==> src/rtl/io_pkg.sv <==
// Shared opcodes, datapath width and status bit positions for the IN/OUT port bridge.
package io_pkg;
  localparam logic [3:0] OP_OUT = 4'b0110;
  localparam logic [3:0] OP_IN  = 4'b0111;
  localparam int DATA_W = 8;

  localparam int ST_TX_FULL  = 3;
  localparam int ST_TX_EMPTY = 2;
  localparam int ST_RX_FULL  = 1;
  localparam int ST_RX_EMPTY = 0;
endpackage

==> src/rtl/io_port_bridge_if.sv <==
// Controller-side IN/OUT signals plus the TX/RX byte streams to the external device.
// Status signals exist only when IO_PORT_STATUS_EN is defined.
interface io_port_bridge_if #(
  parameter int DATA_W = io_pkg::DATA_W
);
  logic [3:0]        op;
  logic [DATA_W-1:0] cpu_out;
  logic [DATA_W-1:0] cpu_in;
  logic              stall;
  logic [DATA_W-1:0] tx_data;
  logic              tx_valid;
  logic              tx_ready;
  logic [DATA_W-1:0] rx_data;
  logic              rx_valid;
  logic              rx_ready;
`ifdef IO_PORT_STATUS_EN
  logic [3:0]        io_status;
  logic              rx_drop;

  modport master (
    output op, cpu_out, tx_ready, rx_data, rx_valid,
    input  cpu_in, stall, tx_data, tx_valid, rx_ready, io_status, rx_drop
  );
  modport slave (
    input  op, cpu_out, tx_ready, rx_data, rx_valid,
    output cpu_in, stall, tx_data, tx_valid, rx_ready, io_status, rx_drop
  );
`else
  modport master (
    output op, cpu_out, tx_ready, rx_data, rx_valid,
    input  cpu_in, stall, tx_data, tx_valid, rx_ready
  );
  modport slave (
    input  op, cpu_out, tx_ready, rx_data, rx_valid,
    output cpu_in, stall, tx_data, tx_valid, rx_ready
  );
`endif
endinterface

==> src/rtl/io_port_bridge_fifo.sv <==
// Small synchronous FIFO: count-based full/empty, head byte read combinationally (0 when empty).
module io_fifo #(
  parameter int DEPTH  = 4,
  parameter int DATA_W = 8
) (
  input  logic                   clk,
  input  logic                   rst,
  input  logic                   push,
  input  logic                   pop,
  input  logic [DATA_W-1:0]      wdata,
  output logic [DATA_W-1:0]      rdata,
  output logic                   full,
  output logic                   empty,
  output logic [$clog2(DEPTH):0] count
);
  localparam int AW = $clog2(DEPTH);
  localparam int CW = AW + 1;

  logic [DATA_W-1:0] mem [DEPTH];
  logic [AW-1:0]     wr_ptr;
  logic [AW-1:0]     rd_ptr;
  logic [CW-1:0]     cnt;
  logic              do_push;
  logic              do_pop;

  assign full    = (cnt == CW'(DEPTH));
  assign empty   = (cnt == '0);
  assign count   = cnt;
  assign do_push = push && !full;
  assign do_pop  = pop && !empty;
  assign rdata   = empty ? '0 : mem[rd_ptr];

  // Pointers are exactly AW bits wide, so incrementing wraps modulo DEPTH.
  always_ff @(posedge clk or posedge rst) begin
    if (rst) begin
      wr_ptr <= '0;
      rd_ptr <= '0;
      cnt    <= '0;
    end else begin
      if (do_push) wr_ptr <= wr_ptr + AW'(1);
      if (do_pop)  rd_ptr <= rd_ptr + AW'(1);
      case ({do_push, do_pop})
        2'b10:   cnt <= cnt + CW'(1);
        2'b01:   cnt <= cnt - CW'(1);
        default: cnt <= cnt;
      endcase
    end
  end

  always_ff @(posedge clk) begin
    if (do_push) mem[wr_ptr] <= wdata;
  end
endmodule

==> src/rtl/io_port_bridge.sv <==
// IN/OUT port bridge: OUT bytes queue to a TX stream, RX stream bytes feed IN, stall on full/empty.
// Define IO_PORT_STATUS_EN to add the registered io_status flags and sticky rx_drop.
module io_port_bridge #(
  parameter int DEPTH  = 4,
  parameter int DATA_W = 8
) (
  input logic             clk,
  input logic             rst,
  io_port_bridge_if.slave bus
);
  import io_pkg::*;

  localparam int CW = $clog2(DEPTH) + 1;

  logic              tx_full;
  logic              tx_empty;
  logic              rx_full;
  logic              rx_empty;
  logic [CW-1:0]     tx_count;
  logic [CW-1:0]     rx_count;
  logic [DATA_W-1:0] tx_head;
  logic [DATA_W-1:0] rx_head;
  logic              is_out;
  logic              is_in;

  assign is_out = (bus.op == OP_OUT);
  assign is_in  = (bus.op == OP_IN);

  // Push/pop requests are gated on full/empty inside each FIFO.
  io_fifo #(.DEPTH(DEPTH), .DATA_W(DATA_W)) u_tx_fifo (
    .clk   (clk),
    .rst   (rst),
    .push  (is_out),
    .pop   (bus.tx_ready),
    .wdata (bus.cpu_out),
    .rdata (tx_head),
    .full  (tx_full),
    .empty (tx_empty),
    .count (tx_count)
  );

  io_fifo #(.DEPTH(DEPTH), .DATA_W(DATA_W)) u_rx_fifo (
    .clk   (clk),
    .rst   (rst),
    .push  (bus.rx_valid),
    .pop   (is_in),
    .wdata (bus.rx_data),
    .rdata (rx_head),
    .full  (rx_full),
    .empty (rx_empty),
    .count (rx_count)
  );

  assign bus.tx_data  = tx_head;
  assign bus.tx_valid = !tx_empty;
  assign bus.rx_ready = !rx_full;
  assign bus.cpu_in   = rx_head;
  assign bus.stall    = (is_out && tx_full) || (is_in && rx_empty);

  ap_count_bound: assert property (@(posedge clk) disable iff (rst)
    (tx_count <= CW'(DEPTH)) && (rx_count <= CW'(DEPTH)));

`ifdef IO_PORT_STATUS_EN
  logic [3:0] status_q;
  logic       drop_q;

  always_ff @(posedge clk or posedge rst) begin
    if (rst) begin
      status_q <= 4'b0101;
      drop_q   <= 1'b0;
    end else begin
      status_q[ST_TX_FULL]  <= tx_full;
      status_q[ST_TX_EMPTY] <= tx_empty;
      status_q[ST_RX_FULL]  <= rx_full;
      status_q[ST_RX_EMPTY] <= rx_empty;
      if (bus.rx_valid && rx_full) drop_q <= 1'b1;
    end
  end

  assign bus.io_status = status_q;
  assign bus.rx_drop   = drop_q;
`endif
endmodule

==> src/flat_wrapper.sv <==
// flat-port wrapper written by rule: the top's interface ports become plain ports
module io_port_bridge_flat import io_pkg::*;
#(
  parameter int DEPTH  = 4,
  parameter int DATA_W = 8
)
  (clk, rst, bus_op, bus_cpu_out, bus_tx_ready, bus_rx_data, bus_rx_valid, bus_cpu_in, bus_stall, bus_tx_data, bus_tx_valid, bus_rx_ready);
  io_port_bridge_if #(.DATA_W(DATA_W)) bus_i ();
  input logic clk;
  input logic rst;
  input wire logic [$bits(bus_i.op)-1:0] bus_op;
  input wire logic [$bits(bus_i.cpu_out)-1:0] bus_cpu_out;
  input wire logic [$bits(bus_i.tx_ready)-1:0] bus_tx_ready;
  input wire logic [$bits(bus_i.rx_data)-1:0] bus_rx_data;
  input wire logic [$bits(bus_i.rx_valid)-1:0] bus_rx_valid;
  output wire logic [$bits(bus_i.cpu_in)-1:0] bus_cpu_in;
  output wire logic [$bits(bus_i.stall)-1:0] bus_stall;
  output wire logic [$bits(bus_i.tx_data)-1:0] bus_tx_data;
  output wire logic [$bits(bus_i.tx_valid)-1:0] bus_tx_valid;
  output wire logic [$bits(bus_i.rx_ready)-1:0] bus_rx_ready;
  assign bus_i.op = bus_op;
  assign bus_i.cpu_out = bus_cpu_out;
  assign bus_i.tx_ready = bus_tx_ready;
  assign bus_i.rx_data = bus_rx_data;
  assign bus_i.rx_valid = bus_rx_valid;
  assign bus_cpu_in = bus_i.cpu_in;
  assign bus_stall = bus_i.stall;
  assign bus_tx_data = bus_i.tx_data;
  assign bus_tx_valid = bus_i.tx_valid;
  assign bus_rx_ready = bus_i.rx_ready;
  io_port_bridge #(.DEPTH(DEPTH), .DATA_W(DATA_W)) u_core (.clk(clk), .rst(rst), .bus(bus_i));
endmodule
==> config.mk <==
export PLATFORM = sky130hd
export DESIGN_NAME = io_port_bridge_flat
export DESIGN_NICKNAME = d
export VERILOG_FILES = /design/src/rtl/io_pkg.sv /design/src/rtl/io_port_bridge_if.sv /design/src/rtl/io_port_bridge_fifo.sv /design/src/rtl/io_port_bridge.sv /design/src/flat_wrapper.sv
export SDC_FILE = /design/constraint.sdc
export NUM_CORES = 1
export LEC_CHECK = 0
export BUFFER_PORTS_ARGS = -buffer_cell sky130_fd_sc_hd__buf_2
export CAP_MARGIN = 10
export CORE_UTILIZATION = 61
export DETAILED_ROUTE_END_ITERATION = 7
export GPL_TIMING_DRIVEN = 0
export PLACE_DENSITY_LB_ADDON = 0.08
export SYNTH_ARGS = -nofsm -noshare
export SYNTH_HDL_FRONTEND = slang
export SYNTH_HIERARCHICAL = 1
export SYNTH_SLANG_ARGS = --single-unit
==> constraint.sdc <==
create_clock -name clk -period 2.95 [get_ports clk]
set_clock_uncertainty 0.1 [all_clocks]
set_input_delay 0.295 -clock clk [delete_from_list [all_inputs] [get_ports clk]]
set_output_delay 0.295 -clock clk [all_outputs]
set_load 0.01 [all_outputs]
# [Word-level counts from Yosys, hierarchy flattened]
# Memory sizes are Yosys's and may differ from the RTL's.
# Index checks and enable logic that the tools add are counted.
[totals] output_inout_bits=19 mem_count=2 elab_cells=47 reg_bits=14 ramBits=64
[memory_table] name="u_core.u_rx_fifo.mem" depth=4 width=8 rd=1 rd_ports_with_merged_regs=0 write_ports=1 line_no="io_port_bridge_fifo.sv:19" source="logic [DATA_W-1:0] mem [DEPTH];"
[memory_table] name="u_core.u_tx_fifo.mem" depth=4 width=8 rd=1 rd_ports_with_merged_regs=0 write_ports=1 line_no="io_port_bridge_fifo.sv:19"
[classes] add_sub_neg=8 n_reduce_logical=15 n_eq_ne=8 n_mux=8
[ops] cell="8-bit two-way mux" count=2
[ops] cell="3-bit case mux with 2 select lines" count=2
[ops] cell="2-bit by 1-bit adder with 2-bit output, second input constant" count=4
[ops] cell="4-bit by 3-bit equality test with 1-bit output, second input constant" count=2
[ops] cell="3-bit by 1-bit adder with 3-bit output, second input constant" count=2
[ops] cell="3-bit equality test, second input constant" count=2
[ops] cell="1-bit logical AND" count=6
[ops] cell="3-bit zero test" count=2
[ops] cell="3-bit by 1-bit subtractor with 3-bit output, second input constant" count=2
[ops] cell="2-bit by 1-bit equality test with 1-bit output, second input constant" count=2
[ops] cell="2-bit equality test, second input constant" count=2
[ops] cell="1-bit zero test" count=4
[ops] cell="1-bit two-way mux" count=4
[ops] cell="2-bit nonzero test" count=2
[ops] cell="1-bit logical OR" count=1

# [Depth between registers and ports, before layout]
[depth] depth_word=5 ltp_mapped=10

# [Cells and area by module]
# Netlist, hierarchy kept.
[by_module_without_submodules] module="io_fifo" area_each_um2=1660.3 seq_area_each_um2=1136.1 n_inst=2 cells_per_inst=90
[by_module_without_submodules] module="io_port_bridge" area_each_um2=40.0 seq_area_each_um2=0.0 n_inst=1 cells_per_inst=8

# [Worst setup path before layout]
# No wires, ideal clock.
[synth_timing] path_type="register to register" from="reg u_core.u_rx_fifo.cnt[0], in the netlist u_core/u_rx_fifo/count[0]" to="reg u_core.u_rx_fifo.cnt[2], in the netlist u_core/u_rx_fifo/count[2]" period_less_slack_ns=1.925 required_time_ns=2.725 arrival_ns=1.699 slack_ns=1.025 path_buffers=0 path_stages_with_launch=9 path_cell_list="dfrtp_1 or3_4 and2_4 ha_1 inv_1 fa_1 xor2_1 nor2_1 xor2_1"
[synth_via] elab_chain_len=5 elab_cells_between_ends=12
[synth_rtl] item="from (decl)" line_no="io_port_bridge_fifo.sv:22" source="logic [CW-1:0] cnt;"
[synth_rtl] item="from (signal assigned)" line_no="io_port_bridge_fifo.sv:43" source="2'b10: cnt <= cnt + CW'(1);"
[synth_rtl] item="from (signal assigned)" line_no="io_port_bridge_fifo.sv:44" source="2'b01: cnt <= cnt - CW'(1);"
[synth_rtl] item="from (signal assigned)" line_no="io_port_bridge_fifo.sv:45" source="default: cnt <= cnt;"
[synth_rtl] item="3-bit zero test *" line_no="io_port_bridge_fifo.sv:27" source="assign empty = (cnt == '0);"
[synth_rtl] item="1-bit zero test *" line_no="io_port_bridge_fifo.sv:30" source="assign do_pop = pop && !empty;"
[synth_rtl] item="1-bit logical AND *" line_no="io_port_bridge_fifo.sv:30"
[synth_rtl] item="named net u_core.u_rx_fifo.do_pop" line_no="io_port_bridge_fifo.sv:24" source="logic do_pop;"
[synth_rtl] item="2-bit by 1-bit equality test with 1-bit output / 2-bit equality test (equally long branches)" line_no="io_port_bridge_fifo.sv:42" source="case ({do_push, do_pop})"
[synth_rtl] item="3-bit case mux with 2 select lines / 2-bit nonzero test (equally long branches)"
# The timed path passes the listed nets; every way through them passes the cells marked *.
# A chain may end at the register's enable or synchronous reset.

# [Final worst setup path]
[layout_timing] from="reg u_core.u_tx_fifo.cnt[0], in the netlist u_core/u_tx_fifo/count[0]" to="reg u_core.u_tx_fifo.cnt[2], in the netlist u_core/u_tx_fifo/count[2]"
[layout_via] elab_chain_len=5 elab_cells_between_ends=12
[layout_rtl] item="from (decl)" line_no="io_port_bridge_fifo.sv:22"
[layout_rtl] item="from (signal assigned)" line_no="io_port_bridge_fifo.sv:43"
[layout_rtl] item="from (signal assigned)" line_no="io_port_bridge_fifo.sv:44"
[layout_rtl] item="from (signal assigned)" line_no="io_port_bridge_fifo.sv:45"
[layout_rtl] item="3-bit equality test *" line_no="io_port_bridge_fifo.sv:26" source="assign full = (cnt == CW'(DEPTH));"
[layout_rtl] item="named net u_core.tx_full" line_no="io_port_bridge.sv:15" source="logic tx_full;"
[layout_rtl] item="1-bit zero test *" line_no="io_port_bridge_fifo.sv:29" source="assign do_push = push && !full;"
[layout_rtl] item="1-bit logical AND *" line_no="io_port_bridge_fifo.sv:29"
[layout_rtl] item="2-bit by 1-bit equality test with 1-bit output / 2-bit equality test (equally long branches)" line_no="io_port_bridge_fifo.sv:42"
[layout_rtl] item="3-bit case mux with 2 select lines / 2-bit nonzero test (equally long branches)"
# Marks and branches as above.

==> flow_summary.yaml <==
setup_path:
  critical_path_class: "reg2reg"
  rr_endpoint: "u_core/u_tx_fifo/count[2]$_DFFE_PP0P_"
  required_ps: 3110
  crit_fanout: 7
  cp.arrival_ps: 2260
  r2r_slack_ps: 850
  cp-end-kind: "flop"
  reg2reg_from: "u_core/u_tx_fifo/count[0]$_DFFE_PP0P_"
  critPathLaunchType: "flop"
  r2r_cells: 9
clocking:
  numCtsBuffers: 9
  cts_hold_buffers: 1
  htree_num_levels: 3
  worst_skew_pair.late_latency_ps: 330
  ctsResizeCount: 0
  clk_pin_slew_ps: 80
  clock_path_buffers: 2
  cts_setup_buffers: 0
  tritoncts: "done"
  clkSinkCount: 78
  clockRootBuffer: "clkbuf_8"
logic_synthesis:
  yosysWarningCount: 6
  yosysTopAreaCell: "edfxtp_1"
  syn_area_sq_mm: 0.00336
  ys_types: 20
  yosysSeqAreaShare_pct: 67.6
  synth_seq_cells: 78
  synth.top_cells.by_area: "edfxtp_1, mux4_2, dfrtp_1"
  syn-num-nets: 224
  synth_cells: 188
  netlist.area_leader.share_pct: 57.2
  syn_avg_cell_area_sq_um: 17.9
finish:
  n_antenna_cell: 0
  nets: 278
  fin_util_pct: 75.0
  ff_latch_area_sq_mm: 0.00227
  final_cell_area_sq_mm: 0.00391
  final_cell_mix: "edfxtp_1, buf_2, and2_1"
  drive_gt1_share_pct: 36.8
  final_common_cell: "edfxtp_1"
  fillers: 318
  syn_to_final_growth_pct: 16.2
  multiInputGateArea_sq_um: 962
pwr:
  p_leak_nw: 1.52
  p_switching_mw: 1.11
  fin_total_pwr_mw: 3.72
  combinationalPowerShare_pct: 34.4
  vdd_drop_max_mv: 0.735
  power_frac_seq_pct: 40.7
  clkPwrFrac_pct: 25.0
  internal-power_mw: 2.62
  switching_share_pct: 29.7
  power_density_mw_per_mm2: 954
floorplan:
  die-area_sq_mm: 0.00581
  die_x_um: 76.2
  ios: 43
  die_y_um: 76.2
  placementRows: 26
  core_area_sq_mm: 0.00520
  initial_utilization_pct: 64.6
placed_design:
  port_buffers: 42
  place_area_sq_mm: 0.00366
  place_hpwl_um: 4040
  routabilityCongestion: 0.685
outcome:
  status: "finished clean"
drt:
  firstDrtPassIters: 4
  viasPerCell: 5.41
  drt_iter0_drc: 117
  wl_per_cell_um: 17.4
  drc: 0
  routed_wl_um: 5520
  dr_total_vias: 1714
  ant_nets: 0
global_route:
  grt_usage_pct: 21.3
  grt_max_degree: 14
  grt_pass1_wl_um: 9010
  grt_overflow: 0
  grt_pass1_vias: 1833
  antenna_found_initial: 0
hold_path:
  hold_end: "u_core/u_tx_fifo/mem[1][7]$_DFFE_PP_"
  min-delay-start: "bus_cpu_out[7]"
  hold_class: "in2reg"
  hold_depth: 1
sta:
  fmax_mhz: 476
  setup_viol: 0
  min_period_ps: 2100
  slew_headroom_pct: 69.4
  whs_ps: 73.9
  fin_tns_setup_ps: 0
  tightest_slew_ps: 459
  period_share_pct: 71.2
  slew_violations: 0
  hold_viol: 0
  rsz0062_at_grt: "no"
run:
  drv_cap: 0
[worst max-delay path, stage by stage (launching register included)]
cell and delay [ps]:
dfrtp_1 430, nor3b_2 250, nor2b_2 110, inv_1 80, ha_1 180, inv_1 60, fa_1 370, xor2_1 160
nor2_1 120, xor2_1 160
[cell type report]
type,instances,share of cell area (%)
clock buffer,10,3.27
timing repair buffer,43,5.64
tap,70,2.24
clock inverter,6,2.82
buffer,6,1.41
multi-input combinational,85,24.6
inverter,19,1.83
sequential,78,58.2
[routing by layer]
layer	track usage, %	part of all wire [%]	vias up
li1	-	-	783
met5	0	0	-
met3	4.43	3.6	10
met4	8.65	1.4	0
met2	36.1	54	41
met1	26.9	41	880
[cells in the mapped netlist]
master     n
buf_6      4
and2_1    24
xor2_1     6
mux4_2    16
nor2_1     5
nor2b_2    2
dfrtp_1   14
ha_1      10
xnor2_1    6
and2_4     2
nor3b_2    2
clkbuf_2   2
nand3b_1   1
fa_1       2
mux2i_1    3
mux2_2     2
nand3_2    2
inv_1     19
edfxtp_1  64
or3_4      2
[worst max path at each step]
| stage | from | endpoint | slack, ps | cells after the start |
|---|---|---|---|---|
| after detailed placement | bus_op[3] | u_core/u_rx_fifo/count[2]$_DFFE_PP0P_ | 770 | 10 |
| after floorplan | u_core/u_rx_fifo/count[0]$_DFFE_PP0P_ | u_core/u_rx_fifo/count[2]$_DFFE_PP0P_ | 1030 | 8 |
| after global routing | u_core/u_rx_fifo/count[0]$_DFFE_PP0P_ | u_core/u_rx_fifo/count[2]$_DFFE_PP0P_ | 680 | 9 |
| final | u_core/u_tx_fifo/count[0]$_DFFE_PP0P_ | u_core/u_tx_fifo/count[2]$_DFFE_PP0P_ | 850 | 9 |
| after global placement | bus_op[3] | u_core/u_rx_fifo/count[2]$_DFFE_PP0P_ | 850 | 10 |
| after CTS | u_core/u_tx_fifo/rd_ptr[0]$_DFFE_PP0P_ | bus_tx_data[2] | 820 | 4 |
[stage by stage]
| step | setup WS, ps | instances |
|---|---|---|
| after floorplan | 1030 | 188 |
| after global placement | 846 | 300 |
| after detailed placement | 770 | 300 |
| after CTS | 816 | 317 |
| after global routing | 677 | 317 |
| final | 849 | 317 |
[power by group through the flow]
stage	Clock (mW)	Combinational (mW)	Sequential (mW)
detailed placement	0	1.30	1.54
floorplan	0	0.935	1.50
global route	0.983	1.41	1.53
finish	0.931	1.28	1.51
CTS	0.943	1.30	1.52
global placement	0	1.22	1.51
[sequential cells by signal, indices dropped and copies added (netlist names)]
| register | flops |
|---|---|
| u_core/u_tx_fifo/mem | 32 |
| u_core/u_rx_fifo/wr_ptr | 2 |
| u_core/u_rx_fifo/rd_ptr | 2 |
| u_core/u_tx_fifo/count | 3 |
| u_core/u_rx_fifo/count | 3 |
| u_core/u_tx_fifo/rd_ptr | 2 |
| u_core/u_tx_fifo/wr_ptr | 2 |
| u_core/u_rx_fifo/mem | 32 |
[cell families after synthesis]
group | Yosys count | synth area share, %
DFF | 78 | 67.6
xor gates and xnor gates | 12 | 3.13
buffers and inverters | 25 | 3.76
and+or+nand+nor | 40 | 8.30
muxes | 21 | 12.3
adders and majority gates | 12 | 4.91
Power figures use the tool's default switching activity.
